### config.mk
export PLATFORM = sky130hd
export DESIGN_NAME = output_drain_ctrl
export DESIGN_NICKNAME = d
export VERILOG_FILES = /design/src/rtl/output_drain_ctrl.sv
export SDC_FILE = /design/constraint.sdc
export NUM_CORES = 1
export LEC_CHECK = 0
export CAP_MARGIN = 30
export CORE_UTILIZATION = 44
export CTS_CLUSTER_DIAMETER = 150
export DETAILED_ROUTE_END_ITERATION = 8
export PLACE_DENSITY = 0.93
export SYNTH_ARGS = -nofsm -noshare
export SYNTH_HDL_FRONTEND = slang
export SYNTH_SLANG_ARGS = --single-unit
### constraint.sdc
create_clock -name clk -period 2.4 [get_ports clk]
set_input_delay 0.6 -clock clk [delete_from_list [all_inputs] [get_ports clk]]
set_output_delay 0.6 -clock clk [all_outputs]
set_load 0.05 [all_outputs]
### src/rtl/output_drain_ctrl.sv
// Drain controller for the systolic array's output memory: captures a result
// tile on array_done, then streams it word by word over valid/ready.
module output_drain_ctrl #(
  parameter int NUM_WORDS = 16,
  parameter int ADDR_W    = 4,
  parameter int DATA_W    = 32
) (
  input  logic              clk,
  input  logic              rst,
  input  logic              array_done,
  output logic              mem_en,
  output logic              mem_read,
  output logic [ADDR_W-1:0] mem_addr,
  input  logic [DATA_W-1:0] mem_data,
  output logic              out_valid,
  input  logic              out_ready,
  output logic [DATA_W-1:0] out_data,
  output logic              out_last,
  output logic              busy,
  output logic              tile_done,
  output logic              overrun
);

  typedef enum logic [2:0] {
    IDLE    = 3'd0,
    CAPTURE = 3'd1,
    FETCH   = 3'd2,
    LATCH   = 3'd3,
    SEND    = 3'd4
  } state_t;

  state_t             state, state_next;
  logic [ADDR_W-1:0]  idx, idx_next;
  logic [ADDR_W-1:0]  addr_q;
  logic [DATA_W-1:0]  data_q;
  logic               done_q;
  logic               overrun_q;
  logic               is_last;

  assign is_last = (idx == ADDR_W'(NUM_WORDS - 1));

  always_ff @(posedge clk) begin
    if (rst) state <= IDLE;
    else     state <= state_next;
  end

  always_comb begin
    state_next = state;
    idx_next   = idx;
    case (state)
      IDLE: begin
        if (array_done) begin
          state_next = CAPTURE;
          idx_next   = '0;
        end
      end
      CAPTURE: state_next = FETCH;
      FETCH:   state_next = LATCH;
      LATCH:   state_next = SEND;
      SEND: begin
        if (out_ready) begin
          if (is_last) begin
            state_next = IDLE;
          end else begin
            state_next = FETCH;
            idx_next   = idx + ADDR_W'(1);
          end
        end
      end
      default: state_next = IDLE;
    endcase
  end

  // Address is loaded on entry to FETCH so it holds its last value afterwards;
  // memory read data is valid during LATCH and is registered at its end.
  always_ff @(posedge clk) begin
    if (rst) begin
      idx       <= '0;
      addr_q    <= '0;
      data_q    <= '0;
      done_q    <= 1'b0;
      overrun_q <= 1'b0;
    end else begin
      idx    <= idx_next;
      done_q <= (state == SEND) && out_ready && is_last;
      if (state_next == FETCH) addr_q <= idx_next;
      if (state == LATCH)      data_q <= mem_data;
      if (array_done && (state != IDLE)) overrun_q <= 1'b1;
    end
  end

  always_comb begin
    mem_en    = (state == CAPTURE);
    mem_read  = (state == FETCH);
    mem_addr  = addr_q;
    out_valid = (state == SEND);
    out_last  = (state == SEND) && is_last;
    out_data  = data_q;
    busy      = (state != IDLE);
    tile_done = done_q;
    overrun   = overrun_q;
  end

endmodule
==> insert_results.sql <==
INSERT INTO impl_metrics (metric_group, metric, value, unit) VALUES
('yosys', 'syn-num-nets', '244', ''),
('placement', 'gp_routability_congestion', '0.877', ''),
('status', 'status', 'completed', ''),
('layout', 'final_net_count', '319', ''),
('sta', 'max_freq', '448', 'MHz'),
('yosys', 'post_synth_inst_count', '207', ''),
('placement', 'hpwlAfterDp', '3.11', 'mm'),
('power', 'internal_power', '0.00109', 'W'),
('floorplan', 'io_pins', '79', ''),
('power', 'sequentialPowerShare', '53.4', '%'),
('routing', 'ant_nets', '0', ''),
('critical_path', 'r2r_cells', '5', ''),
('floorplan', 'die_width', '64.7', 'µm'),
('power', 'ir_drop', '0.000323', 'V'),
('clocking', 'clock_latency_at_the_later_pin_of_the_worst_skew_pair', '0.28', 'ns'),
('layout', 'regArea', '901', 'µm²'),
('clocking', 'tritoncts', 'built', ''),
('yosys', 'yosysTopAreaCell', 'dfxtp_1', ''),
('yosys', 'synth_edf_count', '0', ''),
('critical_path', 'worst-r2r-setup-slack', '0.57', 'ns'),
('floorplan', 'dieArea', '4190', 'µm²'),
('power', 'p_sw_share', '26.1', '%'),
('clocking', 'cts_post_setup_buffers_inserted', '0', ''),
('clocking', 'ctsRootBufferMaster', 'clkbuf_8', ''),
('layout', 'multi_input_comb_area', '734', 'µm²'),
('placement', 'pre_cts_ws', '0.219', 'ns'),
('grt', 'globalRouteOverflowTotal', '0', ''),
('yosys', 'synth_top_area_share', '52.1', '%'),
('floorplan', 'rows', '22', ''),
('sta', 'setup_viol', '0', ''),
('routing', 'drtIter0Drc', '151', ''),
('power', 'clkPwrFrac', '28.9', '%'),
('floorplan', 'core_region_area', '3720', 'µm²'),
('grt', 'wire_length_of_the_first_global_routing_pass', '6.78', 'mm'),
('hold_path', 'worst_hold_path.num_cells', '2', ''),
('clocking', 'post_cts_resized', '0', ''),
('layout', 'diodes', '0', ''),
('yosys', 'synth_ff_type', 'dfxtp_1', ''),
('floorplan', 'floorplan.initialDensity', '46.6', '%'),
('layout', 'layout-drive-gt1-share', '7.42', '%'),
('routing', 'drt-vias-per-instance', '4.94', ''),
('sta', 'timing.final.ws_setup', '0.169', 'ns'),
('power', 'power_density', '563', 'nW/µm²'),
('sta', 'finalMaxSlewViolations', '0', ''),
('yosys', 'post_synth_num_cell_types', '34', ''),
('power', 'netSwitchingPower', '0.000384', 'W'),
('sta', 'timing_worst_slew_pin_value', '0.521', 'ns'),
('power', 'comb_power_share', '17.7', '%'),
('layout', 'syn_to_final_growth', '51.0', '%'),
('routing', 'dr_total_vias', '1634', ''),
('yosys', 'postSynthAreaPerCell', '8.36', 'µm²'),
('routing', 'drt_pass1_iterations', '6', ''),
('power', 'finalPower', '0.00147', 'W'),
('clocking', 'cts_htree_levels', '2', ''),
('clocking', 'clkSinkCount', '45', ''),
('yosys', 'ys_seq_area_share', '52.1', '%'),
('power', 'power.leakage', '0.928', 'nW'),
('clocking', 'cts.hold.buffers_added', '0', ''),
('sta', 'final_clock_period_utilization_by_the_worst_path', '93.0', '%'),
('sta', 'skew', '0.00228', 'ns'),
('clocking', 'max-clock-path-buffers', '2', ''),
('yosys', 'synth_async_sr_flop_share', '0', '%'),
('sta', 'unrepaired_setup_endpoints_after_global_routing', 'no', ''),
('yosys', 'ys_ff_latch', '45', ''),
('critical_path', 'worstPathRequired', '1.80', 'ns'),
('placement', 'place_area', '2530', 'µm²'),
('grt', 'globalRouteTotalUtil', '21.0', '%'),
('critical_path', 'crit_arrival', '1.63', 'ns'),
('yosys', 'yosys-top-cells-area', 'dfxtp_1 (52%), nand2_1 (14%), a21oi_1 (10%)', ''),
('critical_path', 'critical_path_launch_point_type', 'flop', ''),
('yosys', 'netlist_top_cells_count', 'nand2_1 (66), dfxtp_1 (45), a21oi_1 (36), nor2_1 (10), clkbuf_1 (9)', '');
==> stage by stage <==
| step | utilization, % | cells |
|---|---|---|
| final | 70.3 | 331 |
| after global routing | 70.3 | 331 |
| after CTS | 70.3 | 331 |
| after detailed placement | 68.1 | 323 |
| after global placement | 68.1 | 323 |
| after floorplan | - | 207 |
==> cells by family after synthesis <==
logic type               share of synthesized area [%]
multiplexers                                     0.578
AO/OA/AOI/OAI                                     16.1
adder cells (fa/ha/maj)                          0.723
buffers and inverters                             5.50
flip-flops                                        52.1
AND/OR/NAND/NOR                                   25.0
==> placed cells by master, fill, tap and decap left out, types with 2 or more instances in the layout <==
cell             synthesis  layout
nor3b_1                  3       3
a21oi_1                 36      36
clkdlybuf4s50_1          0      73
clkbuf_1                 9       3
a21o_1                   2       2
dfxtp_1                 45      45
nor2_1                  10      10
buf_4                    1      10
nand2_1                 66      66
nand3b_1                 2       2
a211oi_1                 2       2
inv_1                    3       3
a221oi_1                 2       2
clkbuf_8                 0       5
==> metal layers <==
metal,up-vias,share of wire [%],GRT usage (%),wire length (µm)
met4,0,0.95,6.67,39
met1,736,41,22.9,1700
met3,4,4.8,4.23,200
met5,-,0,0,0
met2,59,53,39.8,2190
li1,835,-,-,-
==> worst max-delay path: stages (launching register included) <==
cell and delay, ns:
dfxtp_1 0.40, ha_1 0.24, nand3_1 0.27, nor2_1 0.27, buf_12 0.17
==> registers in the layout, indices dropped and copies added, names as in the netlist <==
name,cells
idx,4
out_data,32
tile_done,1
mem_addr,4
state,3
overrun,1
==> power groups by stage <==
stage          clock network, W   logic, W  registers, W
2_1_floorplan                 0  0.0000997      0.000849
3_3_place_gp                  0   0.000257      0.000801
3_5_place_dp                  0   0.000261      0.000802
4_1_cts                0.000439   0.000262      0.000785
5_1_grt                0.000475   0.000277      0.000788
6_report               0.000425   0.000260      0.000785
==> final timing paths <==
path                                           startpoint                         to
worst max register to register          idx[0]$_SDFF_PP0_   mem_addr[0]$_SDFFE_PP0N_
worst min-delay path            out_data[14]$_SDFFE_PP0N_  out_data[14]$_SDFFE_PP0N_
worst min register to register  out_data[14]$_SDFFE_PP0N_  out_data[14]$_SDFFE_PP0N_
worst max-delay path                    idx[0]$_SDFF_PP0_                   out_last
==> cell type report <==
cell class / count / share of cell area, %
inverters: 3 / 0.431
repair buffers: 84 / 31.6
well taps: 48 / 2.30
multi-input cells: 143 / 28.1
clock buffers: 8 / 3.07
flip-flops and latches: 45 / 34.5
Note: power is estimated with default switching activity, not from simulation.
